### config.mk
export PLATFORM = sky130hd
export DESIGN_NAME = decode_execute_stage_flat
export DESIGN_NICKNAME = d
export VERILOG_FILES = /design/src/rtl/decode_execute_stage_if.sv /design/src/rtl/decode_execute_stage.sv /design/src/flat_wrapper.sv
export SDC_FILE = /design/constraint.sdc
export NUM_CORES = 1
export LEC_CHECK = 0
export CORE_UTILIZATION = 55
export CTS_CLUSTER_SIZE = 30
export DETAILED_ROUTE_END_ITERATION = 8
export PLACE_DENSITY = 0.75
export SYNTH_ARGS = -nofsm -noshare
export SYNTH_HDL_FRONTEND = slang
export SYNTH_SLANG_ARGS = --single-unit
### constraint.sdc
create_clock -name Clk -period 6.6 [get_ports Clk]
set_input_delay 1.32 -clock Clk [delete_from_list [all_inputs] [get_ports Clk]]
set_output_delay 1.32 -clock Clk [all_outputs]
set_load 0.05 [all_outputs]
### src/rtl/decode_execute_stage_if.sv
// Fetch-side bus of the decode/execute stage: instruction in, write-back and debug read out.
interface decode_execute_stage_if;
    logic [7:0] Instr_Code;
    logic       Instr_Valid;
    logic [2:0] Dbg_Sel;
    logic       Wb_En;
    logic [2:0] Wb_Addr;
    logic [7:0] Wb_Data;
    logic       Wb_Carry;
    logic       Illegal;
    logic [7:0] Retired_Cnt;
    logic [7:0] Dbg_Data;

    modport master (
        output Instr_Code, Instr_Valid, Dbg_Sel,
        input  Wb_En, Wb_Addr, Wb_Data, Wb_Carry, Illegal, Retired_Cnt, Dbg_Data
    );

    modport slave (
        input  Instr_Code, Instr_Valid, Dbg_Sel,
        output Wb_En, Wb_Addr, Wb_Data, Wb_Carry, Illegal, Retired_Cnt, Dbg_Data
    );
endinterface

### src/rtl/decode_execute_stage.sv
// Three-stage IR -> ID/EX -> write-back pipeline over an 8x8 register file,
// with EX-to-ID forwarding so back-to-back dependent instructions never stall.
module decode_execute_stage (
    input  logic                   Clk,
    input  logic                   Reset,
    decode_execute_stage_if.slave  bus
);
    typedef enum logic [1:0] {
        OpMov = 2'b00,
        OpAdd = 2'b01,
        OpRsv = 2'b10,
        OpJmp = 2'b11
    } opcode_e;

    logic [7:0] ir_q;
    logic       ir_v_q;

    logic       ex_v_q;
    opcode_e    ex_op_q, ex_op_d;
    logic [2:0] ex_rd_q;
    logic [7:0] ex_a_q, ex_a_d;
    logic [7:0] ex_b_q, ex_b_d;

    logic [7:0] rf_q [8];

    logic [8:0] ex_sum;
    logic [7:0] ex_result;
    logic       ex_carry;
    logic       ex_writes;

    logic [2:0] id_rd, id_rs;

    logic       wb_en_q, wb_en_d;
    logic [2:0] wb_addr_q, wb_addr_d;
    logic [7:0] wb_data_q, wb_data_d;
    logic       wb_carry_q, wb_carry_d;
    logic       illegal_q, illegal_d;
    logic [7:0] cnt_q, cnt_d;

    assign id_rd = ir_q[5:3];
    assign id_rs = ir_q[2:0];

    always_comb begin
        ex_sum    = {1'b0, ex_a_q} + {1'b0, ex_b_q};
        ex_writes = ex_v_q && ((ex_op_q == OpMov) || (ex_op_q == OpAdd));
        ex_result = (ex_op_q == OpAdd) ? ex_sum[7:0] : ex_b_q;
        ex_carry  = (ex_op_q == OpAdd) && ex_sum[8];
    end

    // The EX instruction writes the regfile at the same edge ID samples it, so bypass it.
    always_comb begin
        ex_op_d = opcode_e'(ir_q[7:6]);
        ex_a_d  = (ex_writes && (ex_rd_q == id_rd)) ? ex_result : rf_q[id_rd];
        ex_b_d  = (ex_writes && (ex_rd_q == id_rs)) ? ex_result : rf_q[id_rs];
    end

    always_comb begin
        wb_en_d    = ex_writes;
        wb_carry_d = ex_v_q && ex_carry;
        illegal_d  = ex_v_q && (ex_op_q == OpRsv);
        wb_addr_d  = wb_addr_q;
        wb_data_d  = wb_data_q;
        cnt_d      = cnt_q;
        if (ex_v_q) begin
            wb_addr_d = ex_rd_q;
            wb_data_d = ex_result;
            cnt_d     = cnt_q + 8'd1;
        end
    end

    always_ff @(posedge Clk or posedge Reset) begin
        if (Reset) begin
            ir_q    <= 8'd0;
            ir_v_q  <= 1'b0;
            ex_v_q  <= 1'b0;
            ex_op_q <= OpMov;
            ex_rd_q <= 3'd0;
            ex_a_q  <= 8'd0;
            ex_b_q  <= 8'd0;
        end else begin
            ir_q    <= bus.Instr_Code;
            ir_v_q  <= bus.Instr_Valid;
            ex_v_q  <= ir_v_q;
            ex_op_q <= ex_op_d;
            ex_rd_q <= id_rd;
            ex_a_q  <= ex_a_d;
            ex_b_q  <= ex_b_d;
        end
    end

    always_ff @(posedge Clk or posedge Reset) begin
        if (Reset) begin
            for (int i = 0; i < 8; i++) begin
                rf_q[i] <= 8'(i);
            end
        end else if (ex_writes) begin
            rf_q[ex_rd_q] <= ex_result;
        end
    end

    always_ff @(posedge Clk or posedge Reset) begin
        if (Reset) begin
            wb_en_q    <= 1'b0;
            wb_addr_q  <= 3'd0;
            wb_data_q  <= 8'd0;
            wb_carry_q <= 1'b0;
            illegal_q  <= 1'b0;
            cnt_q      <= 8'd0;
        end else begin
            wb_en_q    <= wb_en_d;
            wb_addr_q  <= wb_addr_d;
            wb_data_q  <= wb_data_d;
            wb_carry_q <= wb_carry_d;
            illegal_q  <= illegal_d;
            cnt_q      <= cnt_d;
        end
    end

    assign bus.Wb_En       = wb_en_q;
    assign bus.Wb_Addr     = wb_addr_q;
    assign bus.Wb_Data     = wb_data_q;
    assign bus.Wb_Carry    = wb_carry_q;
    assign bus.Illegal     = illegal_q;
    assign bus.Retired_Cnt = cnt_q;
    assign bus.Dbg_Data    = rf_q[bus.Dbg_Sel];
endmodule
### src/flat_wrapper.sv
// flat-port wrapper written by rule: the top's interface ports become plain ports
module decode_execute_stage_flat 
  (Clk, Reset, bus_Instr_Code, bus_Instr_Valid, bus_Dbg_Sel, bus_Wb_En, bus_Wb_Addr, bus_Wb_Data, bus_Wb_Carry, bus_Illegal, bus_Retired_Cnt, bus_Dbg_Data);
  decode_execute_stage_if bus_i ();
  input  logic Clk;
  input  logic Reset;
  input wire logic [$bits(bus_i.Instr_Code)-1:0] bus_Instr_Code;
  input wire logic [$bits(bus_i.Instr_Valid)-1:0] bus_Instr_Valid;
  input wire logic [$bits(bus_i.Dbg_Sel)-1:0] bus_Dbg_Sel;
  output wire logic [$bits(bus_i.Wb_En)-1:0] bus_Wb_En;
  output wire logic [$bits(bus_i.Wb_Addr)-1:0] bus_Wb_Addr;
  output wire logic [$bits(bus_i.Wb_Data)-1:0] bus_Wb_Data;
  output wire logic [$bits(bus_i.Wb_Carry)-1:0] bus_Wb_Carry;
  output wire logic [$bits(bus_i.Illegal)-1:0] bus_Illegal;
  output wire logic [$bits(bus_i.Retired_Cnt)-1:0] bus_Retired_Cnt;
  output wire logic [$bits(bus_i.Dbg_Data)-1:0] bus_Dbg_Data;
  assign bus_i.Instr_Code = bus_Instr_Code;
  assign bus_i.Instr_Valid = bus_Instr_Valid;
  assign bus_i.Dbg_Sel = bus_Dbg_Sel;
  assign bus_Wb_En = bus_i.Wb_En;
  assign bus_Wb_Addr = bus_i.Wb_Addr;
  assign bus_Wb_Data = bus_i.Wb_Data;
  assign bus_Wb_Carry = bus_i.Wb_Carry;
  assign bus_Illegal = bus_i.Illegal;
  assign bus_Retired_Cnt = bus_i.Retired_Cnt;
  assign bus_Dbg_Data = bus_i.Dbg_Data;
  decode_execute_stage u_core (.Clk(Clk), .Reset(Reset), .bus(bus_i));
endmodule
* Word-level counts from Yosys, hierarchy flattened
Index checks and enable logic that the tools add are counted.
W data, S select, Z words.
** Cells by class
- Add/subtract/negate cells :: 2
- Magnitude comparators :: 5
- Equal/unequal tests :: 4
- Muxes and demuxes :: 15
- Bitwise gates (word level) :: 4
- Reductions and logical operators :: 9
** Operator list (number)
- $mux W8 :: 10
- $bmux W8 S3 :: 3
- $bwmux W64 :: 1
- $demux W8 S3 :: 1
- $ge A4 B4 Y1 const B :: 4
- $not A3 Y4 :: 4
- $add A8 B8 Y9 :: 1
- $add A8 B1 Y8 const B :: 1
- $logic_and A1 B1 Y1 :: 7
- $eq A3 B3 Y1 :: 2
- $lt A4 B1 Y1 const B :: 1
- $eq A2 B1 Y1 const B :: 1
- $eq A2 B2 Y1 const B :: 1
- $logic_not A2 Y1 :: 1
- $logic_or A1 B1 Y1 :: 1
** Storage, ports and cells
- Bits in registers :: 117
- Output and inout port bits :: 30
- Logic and storage cells :: 60

* Depth between registers and ports, before layout
Gate-level depths: netlist of the first run.
- Depth in word-level cells :: 6
- Gate-level depth with buffers :: 8
- Mapped depth without buffers :: 7

* Least setup slack after synthesis of the first run
OpenSTA, ideal clock, no wires.
- Path type :: input-to-output
- From :: in bus_Dbg_Sel[0]
- To :: out bus_Dbg_Data[3]
- Arrival :: 2691 ps
- Slack :: 2589 ps
- Stages on the path :: 4
- Path buffers :: 2
- Cells stage by stage :: buf_2 > buf_2 > mux4_2 > mux2_2
** Between the ends
- Word-level cells in the longest chain between the ends :: 4
** Ends and longest elaborated chain
- from (decl) :: line flat_wrapper.sv:9 : input wire logic [$bits(bus_i.Dbg_Sel)-1:0] bus_Dbg_Sel;
- $not A3 Y4 (implied by the code) :: line decode_execute_stage.sv:125 : assign bus.Dbg_Data = rf_q[bus.Dbg_Sel];
- $bmux W8 S3 :: line decode_execute_stage.sv:125
- $mux W8 (implied by the code) (2 in series) :: line decode_execute_stage.sv:125
- to (decl) :: line flat_wrapper.sv:16 : output wire logic [$bits(bus_i.Dbg_Data)-1:0] bus_Dbg_Data;
Every way passes these cells. The select of a mux whose other input is x is not followed.

* Worst setup path after layout of the first run
- From :: in bus_Dbg_Sel[0]
- To :: out bus_Dbg_Data[2]
Same word-level chain as after synthesis.

==> flow_metrics.tcl, run 1 <==
set metrics [dict create \
    synth_edf_count 0 \
    cp_data_arrival_time_ns 4.08 \
    synth_top_area_cell "dfrtp_1" \
    report.power.total_uw 3270 \
    p_leak_uw 0.00296 \
    cp_top_family "buffers and inverters" \
    grt_antenna_before_repair 0 \
    synth_seq_cells 117 \
    path_cells "clkdlybuf4s50_1, mux4_2, mux2_2, clkdlybuf4s50_1" \
    rr_worst_depth 7 \
    dieWidth_um 107 \
    numCtsBuffers 17 \
    cp_num_buf_inv 2 \
    hold_viol 0 \
    cts_num_sinks 117 \
    critical_path.slowest_cell "clkdlybuf4s50_1" \
    path_class "in -> out" \
    synthArstFlopShare_pct 100 \
    max_cap_violations 0 \
    drt_iter0_markers 399 \
    grt_use_total_pct 26.8 \
    setup_violations 0 \
    die_area_mm2 0.0114 \
    cts_resized 0 \
    critPathMostFrequentCell "clkdlybuf4s50_1" \
    ys_warn_count 0 \
    tns_ns 0 \
    seq_area_frac_synth_pct 48.7 \
    cts_hold_buf 0 \
    yosys.area.top_type_share_pct 43.5 \
    drive_gt1_share_pct 21.7 \
    rsz0062_at_grt "no" \
    area_growth_pct 17.9 \
    root_buffer "clkbuf_8" \
    outcome "finished clean" \
    rrSetupSlack_ns 3.88 \
    numPortBuffers 43 \
    max_freq_mhz 185 \
    final_nets 550 \
    start_util_pct 57.5 \
    hold_depth 0 \
    clock_path_buffers 2 \
    antenna_cells 0 \
    cp_data_required_time_ns 5.28 \
    drc 0 \
    avgSynthCellArea_um2 12.1 \
    yosys-top-cells-count "dfrtp_1 (105), a21oi_1 (59), mux4_2 (48), nor2_1 (43), nand2_1 (36)" \
    wl_per_cell_um 20.5 \
    grt-ovfl-total 0 \
    max_stage_delay_ns 1.11 \
    vias 4254 \
    peakVddDrop_mv 0.287 \
    viasPerCell 6.30 \
    row_count 37 \
    grt_max_degree 75 \
    slew_violations 0 \
    pin_count 44 \
    grt_pass1_wl_mm 22.5 \
    finClkSkew_ns 0.00612 \
    core-area_mm2 0.0105 \
    synthFlopType "dfrtp_1" \
    endpoint_kind "primary output" \
    cts_setup_buffers 0 \
    gp_congestion 0.838 \
    firstDrtPassIters 7 \
    grt_pass1_vias 4391 \
    clkTransAtPathRegs_ns 0.05 \
    fin_crit_ns 5.40 \
    hold_start "u_core.ir_q[7]$_DFF_PP0_" \
    dp_hpwl_mm 8.81 \
    min_to "u_core.ex_op_q[1]$_DFF_PP0_" \
    r2r_end "u_core.rf_q[62]$_DFFE_PP0P_" \
    cp_max_fo 16 \
    yosysUniqueCellTypes 39 \
    start_kind "input pin" \
    cts-htree-levels 4 \
    maxSlewHeadroom_pct 18.5 \
    final_antenna_net_count 0 \
    yosys-top-cells-area "dfrtp_1 (43%), mux4_2 (18%), dfstp_2 (5.2%)" \
    min_path_type "reg -> reg" \
    synth_cells 500 \
    die_height_um 107 \
    clock_latency_ns 0.52 \
    power_density_mw_per_mm2 459 \
    cts_tree "done" \
    syn_nets 524 \
    worstMarginPinSlew_ns 1.22 \
    wl_mm 13.8 \
    timing.final.crit_share_pct 81.8 \
    synth_most_common_cell "dfrtp_1" \
    r2r-start "u_core.ex_b_q[0]$_DFF_PP0_" \
    synthesis.area_mm2 0.00604 \
]
[power breakdown]
group	total (uW)	internal [uW]	switching [uW]
clock network	984	668	315
registers	1170	951	220
logic	1120	496	621
[metal layers]
metal  part of all wire (%)  vias up  GRT usage (%)
met5                      0        -              0
met1                     40     2144           34.5
met2                     50      203           42.9
met4                    1.9        0           10.4
li1                       -     1881              -
met3                    8.3       26           8.27
[registers in the layout, summed over array words and instances, names as in the netlist, 2 cells and up]
| name | flops |
|---|---|
| u_core.ex_a_q | 8 |
| u_core.rf_q | 64 |
| u_core.ex_b_q | 8 |
| u_core.ex_op_q | 2 |
| u_core.ex_rd_q | 3 |
| u_core.ir_q | 8 |
| u_core.bus.Wb_Data | 8 |
| u_core.bus.Retired_Cnt | 8 |
| u_core.bus.Wb_Addr | 3 |
[layout make-up]
| type | count | area, um2 |
|---|---|---|
| timing repair buffer | 48 | 468 |
| clock inverter | 10 | 178 |
| multi-input combinational | 333 | 2880 |
| tap | 136 | 170 |
| clock buffer | 22 | 453 |
| sequential | 117 | 2940 |
| inverter | 9 | 36.3 |
| fill | 711 | 3390 |
[cells in the final DEF (no fill, tap or decap), drive strengths merged, types with 12 or more instances in the layout]
cell | netlist | routed
mux4 | 48 | 48
nand2 | 37 | 37
nor2 | 43 | 43
mux2 | 12 | 12
clkdlybuf4s50 | 0 | 43
dfrtp | 105 | 105
o21ai | 31 | 31
clkbuf | 19 | 22
a211oi | 18 | 18
mux2i | 12 | 12
a21oi | 59 | 59
dfstp | 12 | 12
nor2b | 16 | 16
[worst max-delay path by stage]
stage / startpoint / endpoint / slack (ns) / cells past startpoint
2_1_floorplan: Reset / u_core.bus.Illegal$_DFF_PP0_ / 2.20 / 1
3_3_place_gp: bus_Dbg_Sel[0] / bus_Dbg_Data[2] / 1.28 / 4
3_5_place_dp: bus_Dbg_Sel[0] / bus_Dbg_Data[6] / 1.20 / 4
4_1_cts: bus_Dbg_Sel[0] / bus_Dbg_Data[2] / 1.20 / 4
5_1_grt: bus_Dbg_Sel[0] / bus_Dbg_Data[2] / 1.12 / 4
6_report: bus_Dbg_Sel[0] / bus_Dbg_Data[2] / 1.20 / 4
[cell families (layout without fill, tap and decap cells)]
group                    count (synthesis)  count (layout)  share of synthesized area [%]
multiplexers                            72              72                           22.1
XOR/XNOR                                18              18                           2.61
adder cells (fa/ha/maj)                 10              10                           2.20
buffers and inverters                   50              89                           3.77
AND/OR/NAND/NOR                        116             116                           9.55
AO/OA/AOI/OAI                          117             117                           11.0
flip-flops                             117             117                           48.7
[through the flow]
| step | setup WS [ns] | area (um2) | hold slack [ns] | utilization (%) | cells |
|---|---|---|---|---|---|
| CTS | 1.20 | 7120 | 0.350 | 67.8 | 675 |
| detailed placement | 1.20 | 6490 | 0.336 | 61.8 | 643 |
| finish | 1.20 | 7120 | 0.349 | 67.8 | 675 |
| global route | 1.12 | 7120 | 0.354 | 67.8 | 675 |
| global placement | 1.28 | 6490 | 0.331 | 61.8 | 643 |
| floorplan | 2.20 | 6040 | 0.331 | - | 500 |
Power figures use the tool's default switching activity.
==> run 2: changes to the inputs <==
--- a/config.mk
+++ b/config.mk
@@ -5,10 +5,10 @@
 export SDC_FILE = /design/constraint.sdc
 export NUM_CORES = 1
 export LEC_CHECK = 0
-export CORE_UTILIZATION = 55
+export CORE_UTILIZATION = 53
 export CTS_CLUSTER_SIZE = 30
 export DETAILED_ROUTE_END_ITERATION = 8
-export PLACE_DENSITY = 0.75
+export PLACE_DENSITY = 0.76
 export SYNTH_ARGS = -nofsm -noshare
 export SYNTH_HDL_FRONTEND = slang
 export SYNTH_SLANG_ARGS = --single-unit
==> constraint.sdc (replaced) <==
create_clock -name Clk -period 4.65 [get_ports Clk]
set_input_delay 0.93 -clock Clk [delete_from_list [all_inputs] [get_ports Clk]]
set_output_delay 0.93 -clock Clk [all_outputs]
set_load 0.05 [all_outputs]
==> run 2 against run 1 <==
  * Critical path depth unchanged
  * Clock power is 40% higher
  * Via count increased by 2.4%
  * Non-clock buffer count is 3 higher
  * Sequential cell count unchanged
  * Final area increased by 0.12%
  * Sequential power up 43%
  * Critical endpoint unchanged
  * Highest routed layer unchanged
==> flow_metrics.tcl, run 2 (same netlist as run 1, synthesis figures left out) <==
set metrics [dict create \
    start_util_pct 55.0 \
    final_cells 681 \
    gp_congestion 0.856 \
    cts_setup_buffers 0 \
    cp_data_required_time_ns 3.72 \
    slew_violations 0 \
    cts_tree "done" \
    drt_iter0_markers 424 \
    numCtsBuffers 17 \
    path_cells "clkdlybuf4s50_1, mux4_2, mux2_2, buf_4" \
    cts_hold_buf 0 \
    worstMarginPinSlew_ns 1.26 \
    numPortBuffers 43 \
    cp_max_fo 12 \
    cp_top_family "buffers and inverters" \
    power_density_mw_per_mm2 650 \
    max_stage_delay_ns 0.97 \
    cp_num_buf_inv 2 \
    fill_cells 775 \
    layout_common_cells "dfrtp_1 (105), a21oi_1 (59), mux4_2 (48)" \
    final_antenna_net_count 0 \
    cts-htree-levels 4 \
    final_nets 553 \
    die_area_mm2 0.0118 \
    p_clk_share_pct 29.8 \
    pin_count 44 \
    wl_mm 14.4 \
    path_class "in -> out" \
    switchingPower_uw 1660 \
    finClkSkew_ns 0.00872 \
    root_buffer "clkbuf_16" \
    placed_cell_area_mm2 0.00651 \
    hold_viol 0 \
    grt_antenna_before_repair 0 \
    core-area_mm2 0.0110 \
    start_kind "input pin" \
    final-seq-area_mm2 0.00294 \
    grt_use_total_pct 27.4 \
    firstDrtPassIters 5 \
    grt_pass1_wl_mm 23.6 \
    max_freq_mhz 254 \
    clkTransAtPathRegs_ns 0.05 \
    seqPwrFrac_pct 36.1 \
    p_comb_share_pct 34.1 \
    fin_area_mm2 0.00713 \
    internal_power_uw 2980 \
    peakVddDrop_mv 0.440 \
    dp.cells 650 \
    multiInputGateArea_mm2 0.00287 \
    cts_num_sinks 117 \
    maxSlewHeadroom_pct 15.4 \
    viasPerCell 6.40 \
    final_common_cell "dfrtp_1" \
    fin_crit_ns 3.94 \
    dp_hpwl_mm 9.07 \
    grt-ovfl-total 0 \
    max_cap_violations 0 \
    rsz0062_at_grt "no" \
    setup_violations 0 \
    die_height_um 109 \
    antenna_cells 0 \
    row_count 38 \
    fin_util_pct 64.9 \
    area_growth_pct 18.1 \
    critical_path.slowest_cell "clkdlybuf4s50_1" \
    grt_max_degree 74 \
    cp_data_arrival_time_ns 3.01 \
    clock_path_buffers 2 \
    largest_reg_flops 64 \
    wl_per_cell_um 21.2 \
    dieWidth_um 109 \
    cts_resized 0 \
    min_path_type "reg -> reg" \
    p_sw_share_pct 35.8 \
    tns_ns 0 \
    clock_latency_ns 0.41 \
    drive_gt1_share_pct 23.5 \
    timing.final.crit_share_pct 84.7 \
    vias 4358 \
    outcome "finished clean" \
    p_leak_uw 0.00298 \
    grt_pass1_vias 4417 \
    drc 0 \
    endpoint_kind "primary output" \
    largest-register "u_core.rf_q" \
]
-- run 2: final cells by class --
| type | instances | area share (%) |
|---|---|---|
| well taps | 140 | 2.46 |
| clock inverters | 9 | 2.11 |
| multi-input cells | 333 | 40.2 |
| flip-flops and latches | 117 | 41.3 |
| repair buffers | 51 | 6.77 |
| inverters | 9 | 0.509 |
| clock buffers | 22 | 6.65 |
-- run 2: final timing paths --
kind | slack, ns | end | cells after the start | start
setup / recovery | 0.71 | bus_Dbg_Data[2] | 4 | bus_Dbg_Sel[1]
hold / removal | 0.35 | u_core.ex_op_q[0]$_DFF_PP0_ | 0 | u_core.ir_q[6]$_DFF_PP0_
setup reg to reg | 1.81 | u_core.rf_q[34]$_DFFE_PP0P_ | 5 | u_core.ex_v_q$_DFF_PP0_
hold reg to reg | 0.35 | u_core.ex_op_q[0]$_DFF_PP0_ | 0 | u_core.ir_q[6]$_DFF_PP0_
max in group asynchronous | 2.75 | u_core.rf_q[1]$_DFFE_PP1P_ | 3 | Reset
min in group asynchronous | 1.09 | u_core.bus.Wb_Addr[2]$_DFFE_PP0P_ | 2 | Reset
-- run 2: power groups by stage --
stage          logic (uW)  clock network [uW]  registers (uW)
3_5_place_dp         1560                   0            1660
5_1_grt              1700                1430            1710
4_1_cts              1580                1390            1660
3_3_place_gp         1510                   0            1640
6_report             1580                1380            1670
2_1_floorplan        1030                   0            1750
-- run 2: metrics by stage --
stage,setup WS (ns),hold slack (ns),total power (uW)
3_5_place_dp,0.702,0.338,3220
3_3_place_gp,0.792,0.332,3150
5_1_grt,0.662,0.357,4840
4_1_cts,0.711,0.351,4620
2_1_floorplan,0.639,0.331,2780
6_report,0.711,0.348,4640
-- run 2: worst register-to-register path, cell delays in order (launching register included) --
cell	delay [ns]
dfrtp_1	1.01
nand2b_4	0.19
inv_1	0.16
nand2_2	0.10
nor3b_2	1.01
mux2i_1	0.29
-- run 2: layer usage --
metal / part of all wire (%) / up-vias / GRT usage, %
met5: 0 / - / 0
met4: 1.9 / 0 / 11.8
met3: 7.4 / 36 / 6.16
met2: 49 / 218 / 42.9
met1: 42 / 2222 / 37.0
li1: - / 1882 / -
